**src/rtl/store_commit_unit.sv**
```systemverilog
// store_commit_unit
//   Responder side of the commit-store handshake. Execute-stage stores are
//   buffered in program order in a circular store queue. When the commit
//   stage raises commit_store_valid, the oldest store is translated (when
//   STORE_TLB_EN is defined), written to the data cache, and a one-cycle
//   commit_store_ready pulse is returned together with commit_store_ex.
//
// Build option:
//   STORE_TLB_EN  defined   : IDLE -> TLB -> CHECK -> REQ -> DONE, TLB faults
//                             (TLBS refill/invalid, Mod) reported on commit.
//                 undefined : TLB ports tied to 0, IDLE -> REQ directly with
//                             paddr = {3'b0, vaddr[28:0]}, commit_store_ex = 0.
//
// Ports:
//   clk, reset            clock, synchronous active-high reset
//   flush                 discard all uncommitted stores
//   st_enq_*              store push from execute (valid/ready + payload)
//   commit_store_valid    commit stage requests commit of the oldest store
//   commit_store_ready    one-cycle completion pulse
//   commit_store_ex       exception info, zero unless commit_store_ready
//   tlb_req_*/tlb_resp_*  translation query, response valid one cycle later
//   data_*                SRAM-like dcache write request, data_addr_ok accept

package store_commit_pkg;

  typedef struct packed {
    logic        ex;
    logic [4:0]  exccode;
    logic [31:0] badvaddr;
    logic        tlb_refill;
  } exception_t;

  localparam logic [4:0] EXC_MOD  = 5'h01;
  localparam logic [4:0] EXC_TLBS = 5'h03;

endpackage

module store_commit_unit
  import store_commit_pkg::*;
#(
  parameter int unsigned STQ_DEPTH = 8
) (
  input  logic        clk,
  input  logic        reset,
  input  logic        flush,

  input  logic        st_enq_valid,
  output logic        st_enq_ready,
  input  logic [31:0] st_enq_vaddr,
  input  logic [31:0] st_enq_wdata,
  input  logic [3:0]  st_enq_wstrb,
  input  logic [1:0]  st_enq_size,

  input  logic        commit_store_valid,
  output logic        commit_store_ready,
  output exception_t  commit_store_ex,

  output logic        tlb_req_valid,
  output logic [31:0] tlb_req_vaddr,
  input  logic [31:0] tlb_resp_paddr,
  input  logic        tlb_resp_miss,
  input  logic        tlb_resp_invalid,
  input  logic        tlb_resp_dirty,

  output logic        data_req,
  output logic        data_wr,
  output logic [1:0]  data_size,
  output logic [31:0] data_addr,
  output logic [3:0]  data_wstrb,
  output logic [31:0] data_wdata,
  input  logic        data_addr_ok
);

  localparam int unsigned PW      = (STQ_DEPTH > 1) ? $clog2(STQ_DEPTH) : 1;
  localparam logic [PW:0] PTR_ONE = (PW+1)'(1);
  localparam logic [PW:0] DEPTH_C = (PW+1)'(STQ_DEPTH);

  typedef enum logic [2:0] {
    S_IDLE,
    S_TLB,
    S_CHECK,
    S_REQ,
    S_DONE
  } state_t;

  state_t r_state;

  // ---------------------------------------------------------------------
  // Store queue: pointers carry one extra wrap bit so full and empty differ
  // ---------------------------------------------------------------------
  logic [PW:0]   r_head;
  logic [PW:0]   r_tail;
  logic [PW:0]   w_count;
  logic [PW-1:0] w_head_idx;
  logic [PW-1:0] w_tail_idx;

  logic [31:0] r_stq_vaddr [STQ_DEPTH];
  logic [31:0] r_stq_wdata [STQ_DEPTH];
  logic [3:0]  r_stq_wstrb [STQ_DEPTH];
  logic [1:0]  r_stq_size  [STQ_DEPTH];

  logic [31:0] w_head_vaddr;
  logic [31:0] w_head_wdata;
  logic [3:0]  w_head_wstrb;
  logic [1:0]  w_head_size;

  logic w_enq;
  logic w_deq;
  logic w_start;

  assign w_count      = r_tail - r_head;
  assign w_head_idx   = r_head[PW-1:0];
  assign w_tail_idx   = r_tail[PW-1:0];
  assign st_enq_ready = (w_count < DEPTH_C);

  assign w_head_vaddr = r_stq_vaddr[w_head_idx];
  assign w_head_wdata = r_stq_wdata[w_head_idx];
  assign w_head_wstrb = r_stq_wstrb[w_head_idx];
  assign w_head_size  = r_stq_size[w_head_idx];

  // Flush beats enqueue; the head leaves at the end of DONE on both the
  // success and the exception path.
  assign w_enq   = st_enq_valid && st_enq_ready && !flush;
  assign w_deq   = (r_state == S_DONE);
  assign w_start = commit_store_valid && (w_count != '0) && !flush;

  always_ff @(posedge clk) begin
    if (reset || flush) begin
      r_head <= '0;
      r_tail <= '0;
    end else begin
      if (w_enq) r_tail <= r_tail + PTR_ONE;
      if (w_deq) r_head <= r_head + PTR_ONE;
    end
  end

  always_ff @(posedge clk) begin
    if (w_enq) begin
      r_stq_vaddr[w_tail_idx] <= st_enq_vaddr;
      r_stq_wdata[w_tail_idx] <= st_enq_wdata;
      r_stq_wstrb[w_tail_idx] <= st_enq_wstrb;
      r_stq_size[w_tail_idx]  <= st_enq_size;
    end
  end

  // ---------------------------------------------------------------------
  // Translation
  // ---------------------------------------------------------------------
  logic [31:0] w_req_paddr;
  exception_t  w_tlb_ex;

`ifdef STORE_TLB_EN
  logic        r_tlb_req_valid;
  logic [31:0] r_tlb_req_vaddr;

  assign tlb_req_valid = r_tlb_req_valid;
  assign tlb_req_vaddr = r_tlb_req_vaddr;
  assign w_req_paddr   = tlb_resp_paddr;

  // Miss outranks invalid, which outranks a clean-page write.
  always_comb begin
    w_tlb_ex = '0;
    if (tlb_resp_miss) begin
      w_tlb_ex.ex         = 1'b1;
      w_tlb_ex.exccode    = EXC_TLBS;
      w_tlb_ex.tlb_refill = 1'b1;
    end else if (tlb_resp_invalid) begin
      w_tlb_ex.ex         = 1'b1;
      w_tlb_ex.exccode    = EXC_TLBS;
    end else if (!tlb_resp_dirty) begin
      w_tlb_ex.ex         = 1'b1;
      w_tlb_ex.exccode    = EXC_MOD;
    end
    if (w_tlb_ex.ex) w_tlb_ex.badvaddr = w_head_vaddr;
  end
`else
  logic w_unused_tlb;

  assign tlb_req_valid = 1'b0;
  assign tlb_req_vaddr = '0;
  assign w_req_paddr   = {3'b000, w_head_vaddr[28:0]};
  assign w_tlb_ex      = '0;
  assign w_unused_tlb  = ^{tlb_resp_paddr, tlb_resp_miss, tlb_resp_invalid,
                           tlb_resp_dirty, w_head_vaddr[31:29], w_tlb_ex};
`endif

  // ---------------------------------------------------------------------
  // Control FSM
  // ---------------------------------------------------------------------
  logic w_enter_req;
  logic w_leave_req;

`ifdef STORE_TLB_EN
  assign w_enter_req = (r_state == S_CHECK) && !flush && !w_tlb_ex.ex;
`else
  assign w_enter_req = (r_state == S_IDLE) && w_start;
`endif
  assign w_leave_req = (r_state == S_REQ) && (flush || data_addr_ok);

  logic        r_ready;
  exception_t  r_ex;

  always_ff @(posedge clk) begin
    if (reset) begin
      r_state <= S_IDLE;
      r_ready <= 1'b0;
      r_ex    <= '0;
`ifdef STORE_TLB_EN
      r_tlb_req_valid <= 1'b0;
      r_tlb_req_vaddr <= '0;
`endif
    end else begin
      r_ready <= 1'b0;
      r_ex    <= '0;
`ifdef STORE_TLB_EN
      r_tlb_req_valid <= 1'b0;
      r_tlb_req_vaddr <= '0;
`endif
      case (r_state)
        S_IDLE: begin
          if (w_start) begin
`ifdef STORE_TLB_EN
            r_state         <= S_TLB;
            r_tlb_req_valid <= 1'b1;
            r_tlb_req_vaddr <= w_head_vaddr;
`else
            r_state <= S_REQ;
`endif
          end
        end
`ifdef STORE_TLB_EN
        S_TLB: begin
          r_state <= flush ? S_IDLE : S_CHECK;
        end
        S_CHECK: begin
          if (flush) begin
            r_state <= S_IDLE;
          end else if (w_tlb_ex.ex) begin
            // Faulting stores skip the cache and report straight away.
            r_state <= S_DONE;
            r_ready <= 1'b1;
            r_ex    <= w_tlb_ex;
          end else begin
            r_state <= S_REQ;
          end
        end
`endif
        S_REQ: begin
          if (flush) begin
            r_state <= S_IDLE;
          end else if (data_addr_ok) begin
            r_state <= S_DONE;
            r_ready <= 1'b1;
          end
        end
        S_DONE: begin
          // The write already reached the cache, so a flush here still
          // lets the pulse out; the queue clear is handled by the pointers.
          r_state <= S_IDLE;
        end
        default: begin
          r_state <= S_IDLE;
        end
      endcase
    end
  end

  // Cache request registers: loaded on entry to REQ, cleared on exit.
  logic        r_data_req;
  logic        r_data_wr;
  logic [1:0]  r_data_size;
  logic [31:0] r_data_addr;
  logic [3:0]  r_data_wstrb;
  logic [31:0] r_data_wdata;

  always_ff @(posedge clk) begin
    if (reset || w_leave_req) begin
      r_data_req   <= 1'b0;
      r_data_wr    <= 1'b0;
      r_data_size  <= '0;
      r_data_addr  <= '0;
      r_data_wstrb <= '0;
      r_data_wdata <= '0;
    end else if (w_enter_req) begin
      r_data_req   <= 1'b1;
      r_data_wr    <= 1'b1;
      r_data_size  <= w_head_size;
      r_data_addr  <= w_req_paddr;
      r_data_wstrb <= w_head_wstrb;
      r_data_wdata <= w_head_wdata;
    end
  end

  // Flush masks the request in the same cycle so the cache cannot accept
  // a store that is being discarded.
  assign data_req   = r_data_req && !flush;
  assign data_wr    = r_data_wr;
  assign data_size  = r_data_size;
  assign data_addr  = r_data_addr;
  assign data_wstrb = r_data_wstrb;
  assign data_wdata = r_data_wdata;

  assign commit_store_ready = r_ready;
  assign commit_store_ex    = r_ex;

endmodule

```
**config.mk**
```make
export PLATFORM = sky130hd
export DESIGN_NAME = store_commit_unit
export DESIGN_NICKNAME = d
export VERILOG_FILES = /design/src/rtl/store_commit_unit.sv
export SDC_FILE = /design/constraint.sdc
export NUM_CORES = 1
export LEC_CHECK = 0
export BUFFER_PORTS_ARGS = -buffer_cell sky130_fd_sc_hd__buf_4
export CORE_MARGIN = 5
export CORE_UTILIZATION = 53
export CTS_CLUSTER_DIAMETER = 60
export DETAILED_ROUTE_END_ITERATION = 8
export MAX_ROUTING_LAYER = met4
export PLACE_DENSITY = 0.83
export SYNTH_ARGS = -nofsm -noshare
export SYNTH_HDL_FRONTEND = slang
export SYNTH_SLANG_ARGS = --single-unit
export TNS_END_PERCENT = 20
```
**constraint.sdc**
```tcl
create_clock -name clk -period 10.6 [get_ports clk]
set_input_delay 2.65 -clock clk [delete_from_list [all_inputs] [get_ports clk]]
set_output_delay 2.65 -clock clk [all_outputs]
set_load 0.005 [all_outputs]
```
==> flow_summary.json <==
{
  "path_max_fanout": 57,
  "yosysMostFrequentCell": "edfxtp_1",
  "core_sq_um": 45100,
  "cts_buffer_depth": 3,
  "route.layer.met1.wl_um": 18000,
  "status": "finished, final reports clean",
  "drc": 0,
  "postLayoutCoreUtil_pct": 60.7,
  "period_share_pct": 53.8,
  "wl_um": 46800,
  "synth_edf_count": 536,
  "cp-end-kind": "register",
  "final_nets": 1511,
  "critical_path_buf_inv_count": 2,
  "worstPathCellList": "buf_4, nand2b_1, nor4_1, o21ai_0, nor3_2, buf_4",
  "final_cells": 2047,
  "critPathLaunchType": "input pin",
  "place_congestion": 0.741,
  "hpwl_um": 25700,
  "dr.pass1.iters": 6,
  "ys_seq_elements": 615,
  "netlist_instances": 1231,
  "drive_above_1_share_pct": 32.8,
  "finalSetupViolCount": 0,
  "vias": 11302,
  "critical-path-max-stage-delay_ns": 0.89,
  "clk_latency_ns": 0.58,
  "critPathKind": "input pin to register",
  "die_x_um": 223,
  "cp.arrival_ns": 5.90,
  "cts.clk_slew.worst_paths_ns": 0.06,
  "cap_violations": 0,
  "fillers": 3094,
  "worstPathRequired_ns": 10.79,
  "seq_area_frac_synth_pct": 73.6,
  "fin_worst_skew_ns": 0.0119,
  "drv_slew": 0,
  "yosysWarnings": 0,
  "p_leak_uw": 0.00943,
  "htreeDepth": 2,
  "slew_headroom_pct": 23.4,
  "syn_area_per_cell_sq_um": 19.5,
  "async_reset_ff_share_pct": 0,
  "crit_family": "simple AND/OR/NAND/NOR gates",
  "synth_ff_type": "edfxtp_1",
  "multiInputGateArea_sq_um": 5780,
  "placedCellCount": 1936,
  "worst_path_max_delay_cell": "nor3_2",
  "synth_common_cells": "536 x edfxtp_1, 138 x nand2_1, 134 x mux4_2",
  "synth_area_leaders": "edfxtp_1 67%, mux4_2 13%, dfxtp_1 6.6%",
  "ys_types": 40,
  "met2_length_um": 24800,
  "final-hold-violation-count": 0,
  "tns_ns": 0,
  "vdd_drop_max_mv": 0.108,
  "port_buffers": 143,
  "io_pins": 257,
  "worst_pin_slew_ns": 1.15,
  "period_minus_slack_ns": 5.71,
  "power_uw": 4750,
  "netlist_area_sq_um": 24000,
  "yosysTopAreaCell": "edfxtp_1",
  "cts_sinks": 615,
  "grt_pass1_vias": 12055,
  "core.rowCount": 78,
  "wl_per_cell_um": 22.9,
  "top_layer_used": "met4",
  "cp_common_cell": "buf_4",
  "root_buffer": "clkbuf_16",
  "cts_hold_buf": 0,
  "seqCellArea_sq_um": 17700,
  "grt_use_total_pct": 19.3,
  "fmax_mhz": 175,
  "cts_resized": 0,
  "cts_tree": "done",
  "grt_pass1_wl_um": 71600,
  "antenna_found_initial": 5,
  "post_drt_via_cell_ratio": 5.52,
  "area_growth_syn_to_layout_pct": 13.9,
  "synthDominantCellAreaShare_pct": 67.0,
  "grt_overflow": 0,
  "hp-class": "register to register",
  "die_y_um": 223,
  "whs_ns": 0.457,
  "rsz0062_at_grt": "no",
  "initial_utilization_pct": 53.3,
  "drtIter0Drc": 843,
  "drtAntennaViolNets": 0,
  "numCtsBuffers": 56,
  "grt_max_degree": 80,
  "p_per_area_nw_per_um2": 174,
  "post_cts_buffers": 0,
  "wl_met3_um": 2950,
  "fp.dieArea_sq_um": 49700
}
==> area by class of cell <==
cell class / count / share of cell area, %
Antenna cell: 5 / 0.0457
Sequential cell: 615 / 64.7
Clock inverter: 25 / 0.805
Multi-Input combinational cell: 548 / 21.1
Timing Repair Buffer: 167 / 4.58
Inverter: 6 / 0.0823
Tap cell: 600 / 2.74
Clock buffer: 81 / 5.95
==> cells in the final DEF, fill, tap and decap left out, drive strengths merged, types with 2 or more instances in the layout <==
cell type	instances
o21ai	4
ha	5
and3	2
mux4	134
edfxtp	536
nor2b	2
nand2	138
nor3	4
a21oi	8
nor2	9
clkinvlp	5
diode	5
buf	167
dfxtp	79
or2	2
nand3	3
nand3b	2
clkinv	14
clkbuf	81
conb	75
mux2	67
xor2	2
bufinv	3
nor4	5
xnor2	4
inv	9
nand2b	2
mux2i	69
==> final timing paths <==
| check | startpoint | end | slack [ns] | depth (start not counted) |
|---|---|---|---|---|
| setup reg to reg | r_head[2] | r_stq_wdata[6][2] | 5.78 | 7 |
| setup / recovery | flush | r_stq_wdata[6][2] | 4.90 | 6 |
| hold / removal | data_wdata[19] | data_wdata[19] | 0.46 | 2 |
| hold reg to reg | data_wdata[19] | data_wdata[19] | 0.46 | 2 |
==> kinds of logic after synthesis <==
logic type                 after synthesis  synth area share (%)
AOI/OAI and AO/OA                       17                 0.427
xor gates and xnor gates                 6                 0.219
adders and majority gates                6                 0.344
buffers and inverters                  142                  3.83
DFF                                    615                  73.6
muxes                                  270                  18.6
other                                    1                0.0156
and+or+nand+nor                        174                  3.00
==> per-stage QoR <==
stage	cell area (sq um)	worst slack, ns
5_1_grt	27400	4.72
3_5_place_dp	25500	4.31
2_1_floorplan	24300	0.153
3_3_place_gp	25500	4.42
4_1_cts	27300	4.90
6_report	27400	4.90
==> sequential cells by signal, summed over array words and instances (netlist names), 2 cells and up <==
name,flops
data_addr,29
data_size,2
data_wdata,32
data_wstrb,4
r_head,4
r_state,2
r_stq_size,16
r_stq_vaddr,232
r_stq_wdata,256
r_stq_wstrb,32
r_tail,4
==> power by group <==
group / internal [uW] / total (uW) / switching (uW)
Combinational: 48.1 / 119 / 71.1
Sequential: 2650 / 2650 / 5.79
Clock: 1140 / 1980 / 835
==> worst reg2reg max path, delay by kind of cell (launching register included) <==
family	cells	cell delay, ns
AND/OR/NAND/NOR	3	1.75
buffers and inverters	2	1.07
flip-flops	1	0.74
adder cells (fa/ha/maj)	1	0.40
AO/OA/AOI/OAI	1	0.37
==> routing by layer <==
| layer | global-route usage [%] | vias up |
|---|---|---|
| li1 | - | 5009 |
| met1 | 23.0 | 5850 |
| met2 | 34.1 | 371 |
| met3 | 3.70 | 72 |
| met4 | 4.92 | 0 |
| met5 | - | - |
(Power assumes the default switching activity.)
